`src/rtl/ex_pwm_pkg.sv`:
```
// Shared definitions for the multi-channel PWM generator: channel state
// encoding, default sizing and the config-channel index width helper.
package ex_pwm_pkg;

  localparam int PWM_NUM_CH = 4;
  localparam int PWM_CNT_W  = 24;

  typedef enum logic [1:0] {
    ST_IDLE = 2'd0,
    ST_RUN  = 2'd1,
    ST_DONE = 2'd2
  } pwm_state_e;

  // Width of the channel select field; at least one bit even for one channel.
  function automatic int ch_width(input int n);
    return (n > 1) ? $clog2(n) : 1;
  endfunction

endpackage

```
`src/rtl/ex_pwm_chan.sv`:
```
// One PWM channel: active and shadow configuration, pending-apply handshake,
// IDLE/RUN/DONE sequencing, period counter and registered outputs.
module ex_pwm_chan
  import ex_pwm_pkg::*;
#(
  parameter int CNT_W = PWM_CNT_W
) (
  input  logic             i_clk,
  input  logic             i_rst_n,
  input  logic             i_en,
  input  logic             i_wr,
  input  logic [CNT_W-1:0] i_period,
  input  logic [CNT_W-1:0] i_high,
  input  logic             i_oneshot,
  output logic             o_pend,
  output logic             o_pwm,
  output logic             o_tick,
  output logic             o_busy
);

  pwm_state_e       r_state, w_state_nx;
  logic [CNT_W-1:0] r_cnt, w_cnt_nx;
  logic [CNT_W-1:0] r_per, r_high, w_per_nx, w_high_nx;
  logic [CNT_W-1:0] r_sh_per, r_sh_high;
  logic             r_os, r_sh_os, w_os_nx;
  logic             r_pend, w_pend_nx;
  logic             r_pwm, w_pwm_nx;
  logic             r_tick;
  logic             w_wrap, w_apply;

  // Next-state, counter, config-apply and waveform decisions for this edge.
  // RUN never holds a zero period, so period-1 cannot underflow there.
  always_comb begin
    w_wrap    = (r_state == ST_RUN) && i_en && (r_cnt == r_per - CNT_W'(1));
    w_apply   = r_pend && (w_wrap || (r_state != ST_RUN));
    w_per_nx  = w_apply ? r_sh_per  : r_per;
    w_high_nx = w_apply ? r_sh_high : r_high;
    w_os_nx   = w_apply ? r_sh_os   : r_os;

    w_pend_nx = r_pend;
    if (i_wr) begin
      w_pend_nx = 1'b1;
    end else if (w_apply) begin
      w_pend_nx = 1'b0;
    end

    w_state_nx = r_state;
    w_cnt_nx   = r_cnt;
    if (!i_en) begin
      w_state_nx = ST_IDLE;
      w_cnt_nx   = '0;
    end else begin
      unique case (r_state)
        ST_IDLE: begin
          if (w_per_nx != '0) begin
            w_state_nx = ST_RUN;
            w_cnt_nx   = '0;
          end
        end
        ST_RUN: begin
          if (w_wrap) begin
            w_cnt_nx = '0;
            if (w_per_nx == '0) begin
              w_state_nx = ST_IDLE;
            end else if (r_os && !w_apply) begin
              w_state_nx = ST_DONE;
            end
          end else begin
            w_cnt_nx = r_cnt + CNT_W'(1);
          end
        end
        ST_DONE: begin
          if (w_apply) begin
            w_cnt_nx   = '0;
            w_state_nx = (w_per_nx != '0) ? ST_RUN : ST_IDLE;
          end
        end
        default: begin
          w_state_nx = ST_IDLE;
          w_cnt_nx   = '0;
        end
      endcase
    end

    w_pwm_nx = (w_state_nx == ST_RUN) && (w_cnt_nx < w_high_nx);
  end

  // State, counter, config and output registers.
  always_ff @(posedge i_clk or negedge i_rst_n) begin
    if (!i_rst_n) begin
      r_state   <= ST_IDLE;
      r_cnt     <= '0;
      r_per     <= '0;
      r_high    <= '0;
      r_os      <= 1'b0;
      r_sh_per  <= '0;
      r_sh_high <= '0;
      r_sh_os   <= 1'b0;
      r_pend    <= 1'b0;
      r_pwm     <= 1'b0;
      r_tick    <= 1'b0;
    end else begin
      r_state <= w_state_nx;
      r_cnt   <= w_cnt_nx;
      r_per   <= w_per_nx;
      r_high  <= w_high_nx;
      r_os    <= w_os_nx;
      r_pend  <= w_pend_nx;
      r_pwm   <= w_pwm_nx;
      r_tick  <= w_wrap;
      if (i_wr) begin
        r_sh_per  <= i_period;
        r_sh_high <= i_high;
        r_sh_os   <= i_oneshot;
      end
    end
  end

  assign o_pend = r_pend;
  assign o_pwm  = r_pwm;
  assign o_tick = r_tick;
  assign o_busy = (r_state == ST_RUN);

endmodule

```
`src/rtl/ex_pwm_gen.sv`:
```
// Multi-channel PWM generator top: config decode, cfg_ready mux and one
// independent ex_pwm_chan per output channel.
module ex_pwm_gen
  import ex_pwm_pkg::*;
#(
  parameter  int NUM_CH = PWM_NUM_CH,
  parameter  int CNT_W  = PWM_CNT_W,
  localparam int CH_W   = ch_width(NUM_CH)
) (
  input  logic              safe_clk,
  input  logic              safe_reset_n,
  input  logic              cfg_valid,
  output logic              cfg_ready,
  input  logic [CH_W-1:0]   cfg_ch,
  input  logic [CNT_W-1:0]  cfg_period,
  input  logic [CNT_W-1:0]  cfg_high,
  input  logic              cfg_oneshot,
  input  logic [NUM_CH-1:0] ch_en,
  output logic [NUM_CH-1:0] pwm_out,
  output logic [NUM_CH-1:0] period_tick,
  output logic [NUM_CH-1:0] busy
);

  logic [NUM_CH-1:0] w_pend;
  logic [NUM_CH-1:0] w_wr;

  // Ready mirrors the target channel's free shadow slot; an out-of-range
  // channel is always ready so its write is swallowed.
  always_comb begin
    cfg_ready = 1'b1;
    for (int unsigned i = 0; i < NUM_CH; i++) begin
      if (cfg_ch == CH_W'(i)) begin
        cfg_ready = !w_pend[i];
      end
    end
  end

  // Per-channel shadow write strobes for accepted transfers.
  always_comb begin
    w_wr = '0;
    for (int unsigned i = 0; i < NUM_CH; i++) begin
      w_wr[i] = cfg_valid && cfg_ready && (cfg_ch == CH_W'(i));
    end
  end

  for (genvar gi = 0; gi < NUM_CH; gi++) begin : g_ch
    ex_pwm_chan #(
      .CNT_W(CNT_W)
    ) u_chan (
      .i_clk    (safe_clk),
      .i_rst_n  (safe_reset_n),
      .i_en     (ch_en[gi]),
      .i_wr     (w_wr[gi]),
      .i_period (cfg_period),
      .i_high   (cfg_high),
      .i_oneshot(cfg_oneshot),
      .o_pend   (w_pend[gi]),
      .o_pwm    (pwm_out[gi]),
      .o_tick   (period_tick[gi]),
      .o_busy   (busy[gi])
    );
  end

endmodule

```
`config.mk`:
```
export PLATFORM = sky130hd
export DESIGN_NAME = ex_pwm_gen
export DESIGN_NICKNAME = d
export VERILOG_FILES = /design/src/rtl/ex_pwm_pkg.sv /design/src/rtl/ex_pwm_chan.sv /design/src/rtl/ex_pwm_gen.sv
export SDC_FILE = /design/constraint.sdc
export NUM_CORES = 1
export LEC_CHECK = 0
export CAP_MARGIN = 20
export CORE_ASPECT_RATIO = 1.2
export CORE_MARGIN = 3
export CORE_UTILIZATION = 67
export DETAILED_ROUTE_END_ITERATION = 10
export HOLD_SLACK_MARGIN = 0.12
export PLACE_DENSITY = 0.84
export SLEW_MARGIN = 20
export SYNTH_ARGS = -nofsm -noshare
export SYNTH_HDL_FRONTEND = slang
export SYNTH_SLANG_ARGS = --single-unit
```
`constraint.sdc`:
```
create_clock -name safe_clk -period 8.87 [get_ports safe_clk]
set_input_delay 1.3305 -clock safe_clk [delete_from_list [all_inputs] [get_ports safe_clk]]
set_output_delay 1.3305 -clock safe_clk [all_outputs]
set_load 0.05 [all_outputs]
```
======== Yosys cells after proc, flatten, opt, wreduce, memory -nomap -nowiden ========
Index checks and enable logic that the tools add are counted.
storage, ports and cells
  register bits ........................... 508
  logic and storage cells ................. 205
  output and inout bits ................... 13
  input port bits ......................... 58
cells by class
  order comparisons ....................... 4
  mux-type cells .......................... 72
  equal/unequal tests ..................... 23
  reductions and logical operators ........ 54
  add/subtract/negate cells ............... 8
operators by type and width
  operator               number
  $mux 24                24
  $pmux 24 s3            4
  $add 24x1->24 const B  4
  $eq 24x24->1           4
  $logic_not 24->1       4
  $lt 24x24->1           4
  $reduce_bool 24->1     4
  $sub 24x1->24 const B  4
  $mux 2                 24
  $logic_and 1x1->1      25
  $pmux 2 s3             4
  $eq 2x1->1 const B     9
  $mux 1                 16
  $eq 2x2->1 const B     6
  $logic_not 2->1        5
  $logic_not 1->1        8
  $ne 2x1->1 const B     4
  $reduce_bool 2->1      4
  $logic_or 1x1->1       4

======== Longest topological paths before layout ========
  word-level depth ........................ 14
  mapped depth ............................ 27
  mapped depth without buffers ............ 25

======== Modules after synthesis ========
A second synthesis with hierarchy kept.
second synthesis, totals
  cell total of the unflattened synthesis .. 2460
  area, all modules ....................... 27821.7 um^2
by module, submodules not included
  module                         times used  area an instance (um^2)  cells an instance  sequential area each (um^2)
  ex_pwm_chan at g_ch[3].u_chan  1           7200.7                   604                3178.0
  ex_pwm_chan at g_ch[1].u_chan  1           6981.7                   634                3178.0
  ex_pwm_chan at g_ch[0].u_chan  1           6832.8                   605                3178.0
  ex_pwm_chan at g_ch[2].u_chan  1           6745.2                   610                3178.0
  ex_pwm_gen                     1           61.3                     7                  0.0

======== Least setup slack after synthesis ========
No wires, ideal clock.
  path type ............................... register to register
  from .................................... reg g_ch[0].u_chan.r_per[4]
  to ...................................... reg g_ch[0].u_chan.r_pwm
  setup slack ............................. 3907 ps
  data required time ...................... 8776 ps
  arrival ................................. 4870 ps
  clock period less this slack ............ 4963 ps
  library setup time ...................... 94 ps
  buffers on the path ..................... 3
  cell stages (with the launch flop) ...... 25
  cell sequence ........................... dfrtp_1 -> buf_2 -> nor4_1 -> nand4_1 -> or3_1 -> xor2_1 -> o211a_1 -> o211a_1 -> nor3_2 -> buf_4 -> buf_4 -> nand2_1 -> a311oi_1 -> ha_1 -> a21oi_1 -> nor2b_1 -> o21ai_0 -> nand2b_1 -> a21oi_1 -> nor2b_1 -> o21ai_0 -> nand2b_1 -> a21oi_1 -> o311ai_0 -> a211oi_1
on the way
  elaborated cells between the ends (all ways) .. 27
  those cells by class .................... add/sub: 1; order compare: 1; eq/ne: 2; mux: 15; reduce/logical: 8
RTL lines
  what                                  RTL line            source
  from (decl)                           ex_pwm_chan.sv:23   logic [CNT_W-1:0] r_per, r_high, w_per_nx, w_high_nx;
  from (signal assigned)                ex_pwm_chan.sv:105  r_per <= w_per_nx;
  $sub 24x1->24 (*)                     ex_pwm_chan.sv:34   w_wrap = (r_state == ST_RUN) && i_en && (r_cnt == r_per - CNT_W'(1));
  $eq 24x24->1 (*)                      ex_pwm_chan.sv:34
  $logic_and 1x1->1 (*)                 ex_pwm_chan.sv:34
  named net g_ch[0].u_chan.w_wrap       ex_pwm_chan.sv:29   logic w_wrap, w_apply;
  $logic_or 1x1->1                      ex_pwm_chan.sv:35   w_apply = r_pend && (w_wrap || (r_state != ST_RUN));
  $logic_and 1x1->1                     ex_pwm_chan.sv:35
  $mux 24                               ex_pwm_chan.sv:36   w_per_nx = w_apply ? r_sh_per : r_per;
  $reduce_bool 24->1                    ex_pwm_chan.sv:55   if (w_per_nx != '0) begin
  $mux 24                               ex_pwm_chan.sv:55
  $pmux 24 s3 (*)                       ex_pwm_chan.sv:53   unique case (r_state)
  $mux 24 (*)                           ex_pwm_chan.sv:49   if (!i_en) begin
  named net g_ch[0].u_chan.w_cnt_nx[9]  ex_pwm_chan.sv:22   logic [CNT_W-1:0] r_cnt, w_cnt_nx;
  $lt 24x24->1 (*)                      ex_pwm_chan.sv:85   w_pwm_nx = (w_state_nx == ST_RUN) && (w_cnt_nx < w_high_nx);
  $logic_and 1x1->1 (*)                 ex_pwm_chan.sv:85
  named net g_ch[0].u_chan.w_pwm_nx     ex_pwm_chan.sv:27   logic r_pwm, w_pwm_nx;
  to (signal assigned)                  ex_pwm_chan.sv:109  r_pwm <= w_pwm_nx;
  to (decl)                             ex_pwm_chan.sv:27
Mark *: on every way through the listed nets, which the timed path passes. The rest lies on a longest branch.
A chain may end at the register's enable or synchronous reset.

======== Final worst setup path ========
  from .................................... reg g_ch[0].u_chan.r_per[2]
  to ...................................... reg g_ch[0].u_chan.r_pwm
on the way
  longest elaborated chain between the ends .. 14
  elaborated cells between the ends (all ways) .. 27
  those cells by class .................... add/sub: 1; order compare: 1; eq/ne: 2; mux: 15; reduce/logical: 8
RTL lines
  what                                                    RTL line
  branches (longest 13 deep; another with $sub 24x1->24)  n/a
  $logic_and 1x1->1 (*)                                   ex_pwm_chan.sv:85
  named net g_ch[0].u_chan.w_pwm_nx                       ex_pwm_chan.sv:27
Mark *: on every way through the listed nets, which the timed path passes.

==> results.sh <==
export IMPL_postCtsSetupRepairBufs=0
export IMPL_report_final_hold_viol_count=0
export IMPL_mostFrequentLayoutCell="dfrtp_1"
export IMPL_grt_usage_pct=33.8
export IMPL_setup_violations_final=0
export IMPL_h_tree_lvl_count=2
export IMPL_routed_via_density=6.56
export IMPL_worstSkewPairLatency_ps=580
export IMPL_clockRootBuffer="clkbuf_16"
export IMPL_status="complete, no violations"
export IMPL_core_region_area_mm2=0.0391
export IMPL_drc_errors=0
export IMPL_power_leakage_nw=13.6
export IMPL_max_vdd_ir_drop_mv=0.225
export IMPL_r2r_end="g_ch[0].u_chan.o_pwm"
export IMPL_layout_worst_path_cycle_share_pct=72.9
export IMPL_ys_warnings_count=0
export IMPL_cap_viol_max_count=0
export IMPL_critPathCapture="g_ch[0].u_chan.o_pwm"
export IMPL_syn_instance_count=2450
export IMPL_synth_cell_area_mm2=0.0269
export IMPL_reg2regPathDepth=21
export IMPL_drtIter0Drc=1918
export IMPL_cts_buffers_inserted=50
export IMPL_final_layout_size_suffix_gt1_share_pct=17.8
export IMPL_netlist_cell_type_count=82
export IMPL_fillCellCount=2581
export IMPL_detail_route_wirelength_um=72000
export IMPL_critPathMaxFanout=33
export IMPL_grt_overflow_total=0
export IMPL_worst_endpoint_required_ps=9350
export IMPL_finClkSkew_ps=14.6
export IMPL_setup_reg_to_reg_worst_slack_ps=2400
export IMPL_fp_dieArea_mm2=0.0426
export IMPL_timing_final_max_slew_violations=0
export IMPL_largest_net_degree_at_the_start_of_global_routing=180
export IMPL_worstSetupEndpointType="register"
export IMPL_hold_path_class="reg2reg"
export IMPL_buffer_ports_inserted=70
export IMPL_last_weighted_congestion_value_of_the_routability_driven_placer=0.960
export IMPL_placed_area_mm2=0.0279
export IMPL_area_overhead_vs_synth_pct=10.9
export IMPL_die_x_extent_um=189
export IMPL_path_class="reg2reg"
export IMPL_drt_first_pass_iters=5
export IMPL_fin_crit_ps=6470
export IMPL_synth_edff_count=0
export IMPL_net_count_after_synthesis=2608
export IMPL_vias=20000
export IMPL_drt_antenna_violating_nets=0
export IMPL_synthFlopType="dfrtp_1"
export IMPL_cts_hold_buf=0
export IMPL_std_cell_rows=79
export IMPL_final_cell_mix="508 x dfrtp_1, 304 x mux2_2, 133 x a21oi_1"
export IMPL_place_hpwl_um=50300
export IMPL_crit_reg2reg_launch="g_ch[0].u_chan.r_per[2]"
export IMPL_initial_utilization_pct=68.6
export IMPL_boundaryPins=71
export IMPL_maxSlewHeadroom_pct=33.5
export IMPL_cts_tree="done"
export IMPL_clock_fmax_mhz=155
export IMPL_clock_sinks=508
export IMPL_synth_ff_latch_count=508
export IMPL_floorplan_die_height_um=225
export IMPL_sort_of_element_at_the_start_of_the_critical_path="register"
export IMPL_ctsLongestPathBuffers=3
export IMPL_final_setup_tns_ps=0
export IMPL_setup_repair_after_global_routing_missed_its_margin="false"
export IMPL_first_global_vias=19700
export IMPL_timing_critical_path_from="g_ch[0].u_chan.r_per[2]"
export IMPL_worst_pin_slew_ps=998
export IMPL_postSynthAreaPerCell_um2=11.0
export IMPL_grt_first_pass_wirelength_um=112000
export IMPL_detail_route_wl_per_cell_um=23.6
export IMPL_fin_total_pwr_mw=8.45
export IMPL_hold_ws_ps=495
export IMPL_postCtsResizedCells=0
export IMPL_synth_seq_area_share_pct=47.3
export IMPL_async_flop_share_pct=100
export IMPL_reg_clk_slew_reported_paths_ps=60
export IMPL_power_density_mw_per_mm2=284
export IMPL_critPathArrivalTime_ps=6950
export IMPL_grt_antenna_before_repair=3
export IMPL_final_area_mm2=0.0298
export IMPL_nets=2634
synth_stat cells (22+ instances only):
library cell	instances	area [um2]
dfrtp_1	508	12700
mux2_2	304	3420
a21oi_1	133	666
inv_1	123	462
nor2_1	106	398
mux2i_1	104	1040
ha_1	100	1250
o21ai_0	100	500
nand2_1	84	315
xnor2_1	72	631
clkbuf_1	67	251
nor4_1	62	388
and3_1	60	375
nor2b_1	54	338
nand3_1	51	255
xor2_1	51	447
nand3b_1	45	338
nor3_1	39	195
nand2b_1	34	213
nand4_1	33	206
or3_1	28	175
or4_1	26	195
a21o_1	22	165
buf_2	22	110
where the power goes:
group	internal, mW	leakage (nW)	total, mW	switching [mW]
combinational	1.13	6.38	2.36	1.23
clock	1.46	0.924	2.39	0.926
sequential	3.02	6.27	3.70	0.678
total	5.62	13.6	8.45	2.84
critical path, stage by stage, from the launching register on:
cell and delay [ps]:
dfrtp_1 490, nor4_1 720, nand4_1 370, or3_1 510
xor2_1 170, o211a_1 230, o2111ai_1 290, nand2_1 250
nand2_2 730, buf_4 440, mux2i_1 290, ha_1 280
a21o_1 160, a21oi_1 140, nor2b_1 70, o21ai_0 210
nand2b_1 100, a21oi_1 180, nor2b_1 90, o21ai_0 220
o311ai_0 190, a211oi_1 240
final cells by class:
cell class                 instances  area (um2)  share of cell area, %
clock buffer                      66        1480                   4.95
inverter                         123         462                   1.55
antenna                            3        7.51                 0.0252
sequential                       508       12700                   42.7
timing repair buffer              90         883                   2.96
clock inverter                    25         403                   1.35
tap                              526         658                   2.21
multi-input combinational       1703       13200                   44.3
through the flow:
stage | instances | setup slack (ps) | utilization, %
floorplan | 2450 | 3910 | -
global placement | 2948 | 2640 | 71.2
detailed placement | 2948 | 2520 | 71.2
CTS | 3039 | 2570 | 76.0
global route | 3041 | 2030 | 76.1
finish | 3044 | 2400 | 76.1
flip-flops by register name (all words and copies together), names as in the netlist:
register,cells
g_ch.u_chan.o_tick,4
g_ch.u_chan.o_pwm,4
g_ch.u_chan.r_sh_os,4
g_ch.u_chan.r_sh_per,96
g_ch.u_chan.r_state,8
g_ch.u_chan.r_per,96
g_ch.u_chan.r_os,4
g_ch.u_chan.r_high,96
g_ch.u_chan.r_cnt,96
g_ch.u_chan.o_pend,4
g_ch.u_chan.r_sh_high,96
routing by layer:
| layer | up-vias | track usage (%) | share of wire (%) |
|---|---|---|---|
| met5 | - | 0 | 0 |
| met4 | 0 | 16.8 | 5.9 |
| met3 | 187 | 5.16 | 6.3 |
| met2 | 789 | 55.1 | 47 |
| met1 | 10000 | 44.8 | 40 |
| li1 | 8978 | - | - |
how the worst min path moves through the flow:
| stage | start | cells past startpoint | slack (ps) | end |
|---|---|---|---|---|
| 2_1_floorplan | g_ch[3].u_chan.r_high[10] | 2 | 460 | g_ch[3].u_chan.r_high[10] |
| 3_3_place_gp | g_ch[3].u_chan.r_high[10] | 2 | 470 | g_ch[3].u_chan.r_high[10] |
| 3_5_place_dp | g_ch[0].u_chan.r_high[9] | 2 | 480 | g_ch[0].u_chan.r_high[9] |
| 4_1_cts | g_ch[0].u_chan.r_high[19] | 2 | 490 | g_ch[0].u_chan.r_high[19] |
| 5_1_grt | g_ch[2].u_chan.r_high[1] | 2 | 520 | g_ch[2].u_chan.r_high[1] |
| 6_report | g_ch[1].u_chan.r_high[23] | 2 | 490 | g_ch[1].u_chan.r_high[23] |
cell families (layout without fill, tap and decap cells):
kind of cell | count (synthesis) | in the layout | synth area share (%)
multiplexers | 410 | 410 | 16.8
XOR/XNOR | 123 | 123 | 4.01
adder cells (fa/ha/maj) | 100 | 100 | 4.66
other | 0 | 3 | 0
flip-flops | 508 | 508 | 47.3
buffers and inverters | 239 | 304 | 3.73
AO/OA/AOI/OAI | 383 | 383 | 8.91
AND/OR/NAND/NOR | 687 | 687 | 14.6
Note: power is estimated with default switching activity, not from simulation.
